`config.mk`:
```
export PLATFORM = sky130hd
export DESIGN_NAME = regfile_writeback
export DESIGN_NICKNAME = d
export VERILOG_FILES = /design/src/rtl/riscv_wb_pkg.sv /design/src/rtl/regfile_writeback_load_extend.sv /design/src/rtl/regfile_writeback.sv
export SDC_FILE = /design/constraint.sdc
export NUM_CORES = 1
export LEC_CHECK = 0
export CORE_ASPECT_RATIO = 2
export CORE_MARGIN = 1.5
export CORE_UTILIZATION = 39
export CTS_BUF_LIST = sky130_fd_sc_hd__clkbuf_4
export DETAILED_ROUTE_END_ITERATION = 8
export PLACE_DENSITY = 0.72
export SYNTH_ARGS = -nofsm -noshare
export SYNTH_HDL_FRONTEND = slang
export SYNTH_HIERARCHICAL = 1
export SYNTH_SLANG_ARGS = --single-unit
```
`constraint.sdc`:
```
create_clock -name clock -period 3.85 [get_ports clock]
set_input_delay 0.77 -clock clock [delete_from_list [all_inputs] [get_ports clock]]
set_output_delay 0.77 -clock clock [all_outputs]
set_load 0.02 [all_outputs]
```
`src/rtl/riscv_wb_pkg.sv`:
```
// Shared constants and types for the writeback stage: write-select and load
// funct3 encodings, the writeback state enum and the datapath width.
package riscv_wb_pkg;

    localparam int XLEN       = 32;
    localparam int ADDR_LOW_W = 2;

    localparam logic [1:0] WB_NONE = 2'b00;
    localparam logic [1:0] WB_ALU  = 2'b01;
    localparam logic [1:0] WB_LOAD = 2'b10;
    localparam logic [1:0] WB_PC4  = 2'b11;

    localparam logic [2:0] F3_LB  = 3'b000;
    localparam logic [2:0] F3_LH  = 3'b001;
    localparam logic [2:0] F3_LW  = 3'b010;
    localparam logic [2:0] F3_LBU = 3'b100;
    localparam logic [2:0] F3_LHU = 3'b101;

    typedef enum logic [1:0] {
        ST_EMPTY     = 2'd0,
        ST_WB        = 2'd1,
        ST_LOAD_WAIT = 2'd2
    } wb_state_e;

endpackage

```
`src/rtl/regfile_writeback_load_extend.sv`:
```
// Load data alignment: picks the byte or half addressed by addr_low out of the
// raw memory word and sign- or zero-extends it according to funct3.
module load_extend
    import riscv_wb_pkg::*;
(
    input  logic [2:0]            funct3,
    input  logic [ADDR_LOW_W-1:0] addr_low,
    input  logic [XLEN-1:0]       word,
    output logic [XLEN-1:0]       result
);

    logic [7:0]  byte_v;
    logic [15:0] half_v;

    always_comb begin
        byte_v = word[7:0];
        case (addr_low)
            2'd0:    byte_v = word[7:0];
            2'd1:    byte_v = word[15:8];
            2'd2:    byte_v = word[23:16];
            default: byte_v = word[31:24];
        endcase
    end

    assign half_v = addr_low[1] ? word[31:16] : word[15:0];

    // LW and every unlisted code pass the full word through.
    always_comb begin
        result = word;
        case (funct3)
            F3_LB:   result = {{24{byte_v[7]}}, byte_v};
            F3_LH:   result = {{16{half_v[15]}}, half_v};
            F3_LBU:  result = {24'd0, byte_v};
            F3_LHU:  result = {16'd0, half_v};
            default: result = word;
        endcase
    end

endmodule

```
`src/rtl/regfile_writeback.sv`:
```
// Writeback stage: drives the register file write port, waits for load data and
// keeps a pending-write scoreboard for decode. Optional REGFILE_WB_BYPASS_EN adds
// a forwarding path from the WB cycle that suppresses the matching hazard.
module regfile_writeback
    import riscv_wb_pkg::*;
#(
    parameter int MEM_DEPTH_W = ADDR_LOW_W
)(
    input  logic                   clock,
    input  logic                   reset,
    input  logic                   ex_valid,
    output logic                   ex_ready,
    input  logic [4:0]             ex_rd,
    input  logic [1:0]             ex_wb_sel,
    input  logic [XLEN-1:0]        ex_alu_result,
    input  logic [XLEN-1:0]        ex_pc,
    input  logic [2:0]             ex_load_funct3,
    input  logic [MEM_DEPTH_W-1:0] ex_addr_low,
    input  logic                   mem_rsp_valid,
    input  logic [XLEN-1:0]        mem_rsp_data,
    input  logic [4:0]             addr_rs1,
    input  logic [4:0]             addr_rs2,
    output logic                   hazard_rs1,
    output logic                   hazard_rs2,
    output logic [4:0]             addr_rd,
    output logic [XLEN-1:0]        data_rd,
    output logic                   write_enable,
`ifdef REGFILE_WB_BYPASS_EN
    output logic                   bypass_rs1_valid,
    output logic                   bypass_rs2_valid,
    output logic [XLEN-1:0]        bypass_data,
`endif
    output logic [31:0]            busy,
    output logic [1:0]             state_dbg
);

    // Handshake: an execute result transfers on a clock edge where ex_valid and
    // ex_ready are both high; the producer holds its payload until then.

    wb_state_e              state_q, state_d;
    logic [4:0]             addr_rd_q, addr_rd_d;
    logic [XLEN-1:0]        data_rd_q, data_rd_d;
    logic                   we_q, we_d;
    logic [4:0]             ld_rd_q, ld_rd_d;
    logic [2:0]             ld_funct3_q, ld_funct3_d;
    logic [MEM_DEPTH_W-1:0] ld_addr_low_q, ld_addr_low_d;
    logic [31:0]            busy_q, busy_d;
    logic [XLEN-1:0]        load_data;
    logic                   accept;
    logic                   takes_write;

    load_extend u_load_extend (
        .funct3   (ld_funct3_q),
        .addr_low (ld_addr_low_q),
        .word     (mem_rsp_data),
        .result   (load_data)
    );

    assign ex_ready    = (state_q != ST_LOAD_WAIT);
    assign accept      = ex_valid && ex_ready;
    assign takes_write = accept && (ex_wb_sel != WB_NONE) && (ex_rd != 5'd0);

    always_comb begin
        state_d       = state_q;
        addr_rd_d     = addr_rd_q;
        data_rd_d     = data_rd_q;
        we_d          = 1'b0;
        ld_rd_d       = ld_rd_q;
        ld_funct3_d   = ld_funct3_q;
        ld_addr_low_d = ld_addr_low_q;
        busy_d        = busy_q;

        // Clear first so a same-edge set of the same register wins.
        if (state_q == ST_WB) begin
            busy_d[addr_rd_q] = 1'b0;
        end

        case (state_q)
            ST_EMPTY, ST_WB: begin
                state_d = ST_EMPTY;
                if (takes_write) begin
                    if (ex_wb_sel == WB_LOAD) begin
                        state_d       = ST_LOAD_WAIT;
                        ld_rd_d       = ex_rd;
                        ld_funct3_d   = ex_load_funct3;
                        ld_addr_low_d = ex_addr_low;
                    end else begin
                        state_d   = ST_WB;
                        we_d      = 1'b1;
                        addr_rd_d = ex_rd;
                        data_rd_d = (ex_wb_sel == WB_ALU) ? ex_alu_result
                                                          : ex_pc + 32'd4;
                    end
                end
            end
            ST_LOAD_WAIT: begin
                if (mem_rsp_valid) begin
                    state_d   = ST_WB;
                    we_d      = 1'b1;
                    addr_rd_d = ld_rd_q;
                    data_rd_d = load_data;
                end
            end
            default: state_d = ST_EMPTY;
        endcase

        if (takes_write) begin
            busy_d[ex_rd] = 1'b1;
        end
        busy_d[0] = 1'b0;
    end

    always_ff @(posedge clock or posedge reset) begin
        if (reset) begin
            state_q       <= ST_EMPTY;
            addr_rd_q     <= 5'd0;
            data_rd_q     <= '0;
            we_q          <= 1'b0;
            ld_rd_q       <= 5'd0;
            ld_funct3_q   <= 3'd0;
            ld_addr_low_q <= '0;
            busy_q        <= 32'd0;
        end else begin
            state_q       <= state_d;
            addr_rd_q     <= addr_rd_d;
            data_rd_q     <= data_rd_d;
            we_q          <= we_d;
            ld_rd_q       <= ld_rd_d;
            ld_funct3_q   <= ld_funct3_d;
            ld_addr_low_q <= ld_addr_low_d;
            busy_q        <= busy_d;
        end
    end

    assign addr_rd      = addr_rd_q;
    assign data_rd      = data_rd_q;
    assign write_enable = we_q && !reset && (addr_rd_q != 5'd0);
    assign busy         = busy_q;
    assign state_dbg    = state_q;

`ifdef REGFILE_WB_BYPASS_EN
    assign bypass_rs1_valid = we_q && (addr_rs1 == addr_rd_q) && (addr_rs1 != 5'd0);
    assign bypass_rs2_valid = we_q && (addr_rs2 == addr_rd_q) && (addr_rs2 != 5'd0);
    assign bypass_data      = data_rd_q;
    assign hazard_rs1       = busy_q[addr_rs1] && (addr_rs1 != 5'd0) && !bypass_rs1_valid;
    assign hazard_rs2       = busy_q[addr_rs2] && (addr_rs2 != 5'd0) && !bypass_rs2_valid;
`else
    assign hazard_rs1       = busy_q[addr_rs1] && (addr_rs1 != 5'd0);
    assign hazard_rs2       = busy_q[addr_rs2] && (addr_rs2 != 5'd0);
`endif

endmodule

```
# Yosys cells after proc, flatten, opt, wreduce, memory -nomap -nowiden
# Index checks and enable logic that the tools add are counted.
# word_totals
elab_cells	83
output_inout_bits	75
register_bits	81
# op_classes
n_reduce_logical	22
addsub	1
mux	30
n_bitwise	3
magnitude_cmp	6
n_eq_ne	13
# ops
op	n
2-to-1 mux 32 bit	6
one-hot mux 32 bit (4 select lines)	1
one-hot mux 32 bit (2 select lines)	1
adder 32 x 3 -> 32 bit, second input constant	1
AND 32 bit	1
NOT 32 bit	1
OR 32 bit	1
< comparator 5 x 6 -> 1 bit, second input constant	4
one-hot mux 8 bit (3 select lines)	1
nonzero test 5 bit	4
2-to-1 mux 16 bit	1
2-to-1 mux 5 bit	3
binary-select mux 1 bit (select 5 bit)	2
demux 1 bit (select 5 bit)	2
greater-or-equal comparator 5 x 1 -> 1 bit, second input constant	2
one-hot mux 5 bit (2 select lines)	1
logical AND 1 bit	9
!= test 2 bit, second input constant	4
2-to-1 mux 1 bit	7
== test 2 x 1 -> 1 bit, second input constant	3
== test 2 bit, second input constant	3
== test 3 bit, second input constant	2
2-to-1 mux 2 bit	3
logical NOT 2 bit	2
other kinds (9)	10

# Depth between registers and ports, before layout
# Gate-level depths: netlist (run 1).
# logic_depth
word_depth	9
ltp_mapped	10

# Hierarchy
# Netlist (run 1), hierarchy kept.
# by_module_without_submodules
mod	area_each_um2	n_inst	cells_per_inst	seq_area_each_um2
regfile_writeback	4929.7	1	529	2026.9
load_extend	723.2	1	131	0.0

# Worst setup path before layout (run 1)
# No wires, ideal clock.
# synth_timing
path_type	in2out
from	in reset
to	out write_enable
stages	2
path_buffers	0
slack_ns	0.105
arrival_time_ns	2.975
path_cell_list	inv_1 o311a_1
# synth_between
elab_chain_len	3
# synth_lines
element	line	text
start: declaration	regfile_writeback.sv:10	input logic reset,
logical NOT 1 bit	regfile_writeback.sv:137	assign write_enable = we_q && !reset && (addr_rd_q != 5'd0);
logical AND 1 bit (2 in a row)	regfile_writeback.sv:137	
end: declaration	regfile_writeback.sv:27	output logic write_enable,
# No other way between the ends.

# Final worst setup path (run 1)
# layout_timing
from	in addr_rs2[1]
to	out hazard_rs2
# layout_between
elab_chain_len	3
word_cells_on_any_way	4
# layout_lines
element	line	text
start: declaration	regfile_writeback.sv:22	input logic [4:0] addr_rs2,
binary-select mux 1 bit (select 5 bit)	regfile_writeback.sv:149	assign hazard_rs2 = busy_q[addr_rs2] && (addr_rs2 != 5'd0);
2-to-1 mux 1 bit (implied by the code)	regfile_writeback.sv:149	
logical AND 1 bit (*)	regfile_writeback.sv:149	
end: declaration	regfile_writeback.sv:24	output logic hazard_rs2,
# Mark *: on every way between the ends. The rest lies on a longest branch, timed or not. The select of a mux whose other input is x is not followed.

==> results.md, run 1 <==
* Critical Path Sink Type: output pin
* CP startpoint: addr_rs2[1]
* Mean post-synth cell area at 8.57 um^2
* Status: complete, no violations
* CTS Sinks at 81
* R2r endpoint: data_rd[24]
* CP endpoint: hazard_rs2
* Clock skew at 15.1 ps
* Clk pin slew, worst setup/hold paths at 140 ps
* Synthesis-stage register bit count at 81
* CP max stage delay at 650 ps
* Root Buffer Master: clkbuf_4
* EDFF count, synth at 0
* Num CTS Buffers at 9
* Buffers on Ports at 195
* Detailed Place HPWL at 18900 um
* Drt wl/cell at 22.8 um
* Tmin final at 3770 ps
* Area growth from synthesis to layout at 40.1%
* Top layer in use: met4
* Rows at 62
* Die ar. at 0.0153 mm^2
* Syn Nets at 783
* Largest net degree at the start of global routing at 82
* Achievable frequency at 0.265 GHz
* CTS tree: done
* Layout cell share with drive strength beyond 1 at 0.0924
* Vias/cell at 5.98
* Cells after synthesis at 660
* Chip Width at 88.1 um
* Initial Utilization at 0.396
* Critical path class: in -> out
* Clock latency on the worst-skew pair at 450 ps
* Fin. max-slew vios at 0
* Ports at 197
* Top post-synthesis cells by area: dfrtp_1 36%, o21ai_0 9.5%, mux4_2 6.4%
* Routed Antenna Nets at 0
* Worst-Margin Slew at 1060 ps
* Final Hold Vio Count at 0
* Worst-case reg-to-reg path depth at 8
* Grt total ovfl at 0
* CTS hold repair buffers at 0
* Max cap viols at 0
* Power per cell area at 510 mW/mm^2
* Vias in the first global route at 6510
* Worst R2R Setup Slack at 1170 ps
* Min Hold Slack at 517 ps
* Worst EP arrival at 3000 ps
* Routability congestion estimate at 0.972
* Rel. slew slack at 0.293
* Met3 wire len at 1220 um
* Leakage at 3.00 nW
* Post-Layout Cell Count at 1037
* Via count at 6205
* RSZ-0062 raised after global routing: false
* Setup TNS at 0 ps
* CORE AREA at 0.0143 mm^2
* Yosys top cell area share at 0.359
* Post-synth cell types at 59
* Dpl cells at 1020
* Hold Crit Class: reg -> reg
* DRC violations left at 0
* Ys Warns at 6
* First-iteration detailed-routing DRC count at 376
* Crit-path cells: clkdlybuf4s50_1 -> mux4_2 -> mux4_2 -> a22o_1 -> clkdlybuf4s50_1
* Reg2reg start: ld_addr_low_q[1]
* Initial antenna violation count at 1
* Fillers at 1359
* Drt first pass iters at 5
* Final worst path period share at 0.980
* Register area at 0.00203 mm^2
* Post-synthesis sequential area ratio at 0.359
* Final Setup Violations at 0
* Met1 WL at 7400 um
* Post-synthesis async set-or-reset flop share at 1.00
* Setup crit start kind: input pin
* Max stage delay cell, worst path: clkdlybuf4s50_1
* Worst EP required at 3080 ps
* Max VDD drop at 0.186 mV
* Drt total wl at 23600 um
* Dominant synthesized flop cell: dfrtp_1
* DR WL met2 at 13400 um
* Total power at 4.04 mW
* H-tree levels at 3
* DIE HEIGHT at 173 um
* Total track usage at 0.315
* NumNets Final at 962
* First-pass GRT wire length at 35700 um
* Post-layout util at 0.555
* Synthesized cell area at 0.00565 mm^2
* Maximum root-to-sink buffer count at 2
* Multi-input logic area at 0.00335 mm^2
* Synth area leader: dfrtp_1
* Critical Path Fanout Max at 6
==> per-stage QoR <==
step	worst slack (ps)	cell area [um^2]
detailed placement	-122	7780
floorplan	105	5650
finish	77.5	7920
global route	19.4	7920
global placement	-118	7780
CTS	91.7	7920
==> synthesized netlist by cell type, drive strengths merged, types with 3 or more instances <==
| library cell | instances |
|---|---|
| mux2i | 5 |
| nor3 | 9 |
| and4 | 3 |
| nor2 | 37 |
| nor2b | 26 |
| xor2 | 4 |
| nand4 | 6 |
| a31oi | 10 |
| buf | 21 |
| and3 | 7 |
| a211o | 4 |
| nand3b | 12 |
| nand2b | 7 |
| a221o | 8 |
| a22oi | 11 |
| clkbuf | 27 |
| o21ai | 112 |
| a221oi | 7 |
| a211oi | 3 |
| inv | 14 |
| nand2 | 84 |
| o221ai | 6 |
| nand3 | 31 |
| mux4 | 16 |
| xnor2 | 17 |
| dfrtp | 81 |
| nor4 | 7 |
| a21oi | 29 |
| mux2 | 13 |
| o22ai | 3 |
| o211ai | 6 |
| a21o | 3 |
| o31a | 3 |
| or3 | 8 |
==> area by class of cell <==
cell class / count / share of cell area
diodes: 1 / 0.000316
clock buffers: 9 / 0.00853
clock inverters: 7 / 0.00964
inverters: 14 / 0.00679
multi-input cells: 517 / 0.422
flip-flops and latches: 81 / 0.256
well taps: 192 / 0.0303
repair buffers: 216 / 0.266
==> per-layer routing <==
layer,track usage,up-vias
met5,0,-
met4,0.208,0
met3,0.0481,90
met2,0.597,352
met1,0.294,2974
li1,-,2789
==> registers in the layout, summed over array words and instances, names as in the netlist <==
name / flops
addr_rd: 5
busy: 31
data_rd: 32
ld_addr_low_q: 2
ld_funct3_q: 3
ld_rd_q: 5
state_dbg: 2
we_q: 1
==> worst min path at each step <==
| stage | from | to | slack (ps) | cells past startpoint |
|---|---|---|---|---|
| detailed placement | data_rd[13] | data_rd[13] | 490 | 2 |
| finish | data_rd[13] | data_rd[13] | 520 | 2 |
| floorplan | ld_rd_q[0] | ld_rd_q[0] | 480 | 1 |
| global placement | data_rd[5] | data_rd[5] | 480 | 2 |
| CTS | data_rd[13] | data_rd[13] | 520 | 2 |
| global route | ld_rd_q[2] | ld_rd_q[2] | 550 | 1 |
==> repair_timing <==
action / CTS / global route
endpoints found under the setup margin: 2 / 0
resized for setup: 2 / 0
setup buffers: 0 / 0
==> cells by family after synthesis <==
kind of cell,Yosys count,share of synthesized area
simple gates,243,0.222
buf+inv,62,0.0500
flops,81,0.359
other cells,1,0.000663
xor+xnor,21,0.0325
compound gates,217,0.236
fa+ha+maj,1,0.00221
mux,34,0.0985
==> power by group <==
| part | leakage [nW] | switching (mW) | internal, mW |
|---|---|---|---|
| combinational | 2.02 | 1.02 | 0.988 |
| sequential | 0.904 | 0.368 | 1.12 |
| clock | 0.0807 | 0.344 | 0.207 |
| total | 3.00 | 1.73 | 2.31 |
==> critical path: cells and delay by family <==
| family | cells | cell delay (ps) |
|---|---|---|
| AO/OA/AOI/OAI | 1 | 190 |
| buffers and inverters | 2 | 1180 |
| multiplexers | 2 | 860 |
==> cell usage in the layout, fill, tap and decap left out, drive strengths merged, types with 3 or more instances in the layout <==
master / n
clkdlybuf4s50: 193
o21ai: 112
nand2: 84
dfrtp: 81
nor2: 37
nand3: 31
a21oi: 29
nor2b: 26
buf: 21
xnor2: 17
inv: 17
mux4: 16
mux2: 13
nand3b: 12
a22oi: 11
a31oi: 10
nor3: 9
clkbuf: 9
a221o: 8
or3: 8
nand2b: 7
and3: 7
a221oi: 7
nor4: 7
o211ai: 6
nand4: 6
o221ai: 6
mux2i: 5
xor2: 4
a211o: 4
a211oi: 3
and4: 3
a21o: 3
o31a: 3
o22ai: 3
clkinv: 3
Power figures use the tool's default switching activity.
==> run 2, diff against run 1 <==
--- a/config.mk
+++ b/config.mk
@@ -5,7 +5,7 @@
 export SDC_FILE = /design/constraint.sdc
 export NUM_CORES = 1
 export LEC_CHECK = 0
-export CORE_ASPECT_RATIO = 2
+export CORE_ASPECT_RATIO = 0.6
 export CORE_MARGIN = 1.5
 export CORE_UTILIZATION = 39
 export CTS_BUF_LIST = sky130_fd_sc_hd__clkbuf_4
==> constraint.sdc (replaced) <==
create_clock -name clock -period 3.85 [get_ports clock]
set_input_delay 0.77 -clock clock [delete_from_list [all_inputs] [get_ports clock]]
set_output_delay 0.77 -clock clock [all_outputs]
set_load 0.05 [all_outputs]
==> results.md, run 2 (synthesized netlist as in run 1, its figures left out) <==
* Routed Antenna Nets at 0 (unchanged)
* Clk pin slew, worst setup/hold paths at 130 ps (was 140 ps)
* CTS hold repair buffers at 0 (unchanged)
* Area growth from synthesis to layout at 39.8% (was 40.1%)
* Fillers at 1287 (was 1359)
* Status: complete, no violations (unchanged)
* Worst EP arrival at 2880 ps (was 3000 ps)
* Rows at 33 (was 62)
* Grt total ovfl at 0 (unchanged)
* R2r endpoint: data_rd[19] (was data_rd[24])
* Number of flip-flops under the largest register name at 32 (unchanged)
* Root Buffer Master: clkbuf_4 (unchanged)
* H-tree levels at 3 (unchanged)
* Chip Width at 158 um (was 88.1 um)
* Rel. slew slack at 0.301 (was 0.293)
* NumNets Final at 961 (was 962)
* Routability congestion estimate at 0.965 (was 0.972)
* # Post-CTS Setup Buffers at 0 (unchanged)
* Post-layout util at 0.568 (was 0.555)
* Die ar. at 0.0152 mm^2 (was 0.0153 mm^2)
* Maximum root-to-sink buffer count at 2 (unchanged)
* Buffers on Ports at 195 (unchanged)
* Clock skew at 23.1 ps (was 15.1 ps)
* Drt first pass iters at 5 (unchanged)
* Drt wl/cell at 22.0 um (was 22.8 um)
* Critical path class: in -> out (unchanged)
* Initial antenna violation count at 0 (was 1)
* Total power at 4.61 mW (was 4.04 mW)
* Worst-Margin Slew at 1050 ps (was 1060 ps)
* Critical Path Fanout Max at 5 (was 6)
* Max VDD drop at 0.404 mV (was 0.186 mV)
* First-pass GRT wire length at 34300 um (was 35700 um)
* Achievable frequency at 0.274 GHz (was 0.265 GHz)
* Leakage at 2.99 nW (was 3.00 nW)
* Vias in the first global route at 5808 (was 6510)
* CTS tree: done (unchanged)
* Drt total wl at 22700 um (was 23600 um)
* DIE HEIGHT at 96.3 um (was 173 um)
* Critical Path Sink Type: output pin (unchanged)
* Max cap viols at 0 (unchanged)
* Worst hold stages at 2 (unchanged)
* Reg2reg start: ld_addr_low_q[1] (unchanged)
* Largest net degree at the start of global routing at 82 (unchanged)
* Post-Layout Cell Count at 1035 (was 1037)
* CORE AREA at 0.0139 mm^2 (was 0.0143 mm^2)
* Hold path startpoint: data_rd[0] (was data_rd[13])
* RSZ-0062 raised after global routing: false (unchanged)
* Initial Utilization at 0.406 (was 0.396)
* Hold Crit Class: reg -> reg (unchanged)
* Power per cell area at 584 mW/mm^2 (was 510 mW/mm^2)
* Via count at 6173 (was 6205)
* Final Setup Violations at 0 (unchanged)
* Hold endpoint: data_rd[0] (was data_rd[13])
* Setup ws final at 197 ps (was 77.5 ps)
* Final Hold Vio Count at 0 (unchanged)
* Vias/cell at 5.96 (was 5.98)
* Clock latency on the worst-skew pair at 450 ps (about the same)
* Ports at 197 (unchanged)
* Total track usage at 0.307 (was 0.315)
* Setup TNS at 0 ps (unchanged)
* Post-CTS Resized at 0 (was 2)
* Commonest non-fill, non-tap cell in the layout: clkdlybuf4s50_1 (unchanged)
* Dpl cells at 1019 (was 1020)
* Worst R2R Setup Slack at 1200 ps (was 1170 ps)
* Worst-case reg-to-reg path depth at 6 (was 8)
* Num CTS Buffers at 9 (unchanged)
* Commonest non-fill, non-tap cells in the layout: 192 x clkdlybuf4s50_1, 107 x o21ai_0, 84 x nand2_1 (was 193 x clkdlybuf4s50_1, 107 x o21ai_0, 84 x nand2_1)
* Detailed Place HPWL at 18000 um (was 18900 um)
* First-iteration detailed-routing DRC count at 696 (was 376)
* Tmin final at 3650 ps (was 3770 ps)
* DRC violations left at 0 (unchanged)
* Layout cell share with drive strength beyond 1 at 0.0949 (was 0.0924)
* CTS Sinks at 81 (unchanged)
* # diodes at 0 (was 1)
* Fin. max-slew vios at 0 (unchanged)
* Setup crit start kind: input pin (unchanged)
* Worst EP required at 3080 ps (about the same)
* Place WS at 186 ps (was -122 ps)
* Final worst path period share at 0.949 (was 0.980)
==> run 2: cell types whose count changed in the layout (fill, tap and decap cells not counted), moves of 2 or more <==
cell / delta
buf_4: +2
clkinv_4: +2
dlygate4sd2_1: -2
inv_6: -2
==> run 2: layer usage <==
layer	track usage	share of wire	vias up
li1	-	-	2785
met1	0.461	0.47	2958
met2	0.422	0.39	399
met3	0.100	0.12	31
met4	0.0646	0.013	0
met5	0	0	-
==> run 2: worst max-delay path, cell delays in order <==
cell	delay [ps]
clkdlybuf4s50_1	650
buf_4	210
mux4_2	510
a211o_1	320
a22o_1	230
buf_4	190
==> run 2: metrics by stage <==
step | hold WS [ps] | cell area [um^2]
2_1_floorplan | 480 | 5660
3_3_place_gp | 465 | 7770
3_5_place_dp | 472 | 7770
4_1_cts | 503 | 7910
5_1_grt | 537 | 7910
6_report | 498 | 7910
==> run 2: how the worst max path moves through the flow <==
stage,startpoint,endpoint,slack [ps],cells past startpoint
6_report,addr_rs1[0],hazard_rs1,200,6
5_1_grt,addr_rs1[0],hazard_rs1,120,7
4_1_cts,addr_rs1[0],hazard_rs1,180,6
3_5_place_dp,addr_rs1[0],hazard_rs1,190,6
3_3_place_gp,addr_rs2[0],hazard_rs2,270,5
2_1_floorplan,reset,write_enable,590,2
==> run 2: report_power, final <==
group	switching, mW	total (mW)	internal [mW]
registers	0.392	1.51	1.12
logic	1.61	2.59	0.980
clock network	0.313	0.510	0.197
total	2.32	4.61	2.30
==> run 2: layout make-up <==
| cell class | count | area (um^2) | area share |
|---|---|---|---|
| flip-flops and latches | 81 | 2030 | 0.256 |
| well taps | 192 | 240 | 0.0304 |
| clock inverters | 7 | 68.8 | 0.00871 |
| multi-input cells | 517 | 3350 | 0.424 |
| clock buffers | 9 | 67.6 | 0.00855 |
| inverters | 14 | 56.3 | 0.00712 |
| repair buffers | 215 | 2090 | 0.265 |
==> run 3, diff against run 2 <==
--- a/config.mk
+++ b/config.mk
@@ -9,6 +9,7 @@
 export CORE_MARGIN = 1.5
 export CORE_UTILIZATION = 39
 export CTS_BUF_LIST = sky130_fd_sc_hd__clkbuf_4
+export CTS_CLUSTER_SIZE = 16
 export DETAILED_ROUTE_END_ITERATION = 8
 export PLACE_DENSITY = 0.72
 export SYNTH_ARGS = -nofsm -noshare
==> results of run 3 <==
Final layout, timing and power as in run 2 (identical DEF).
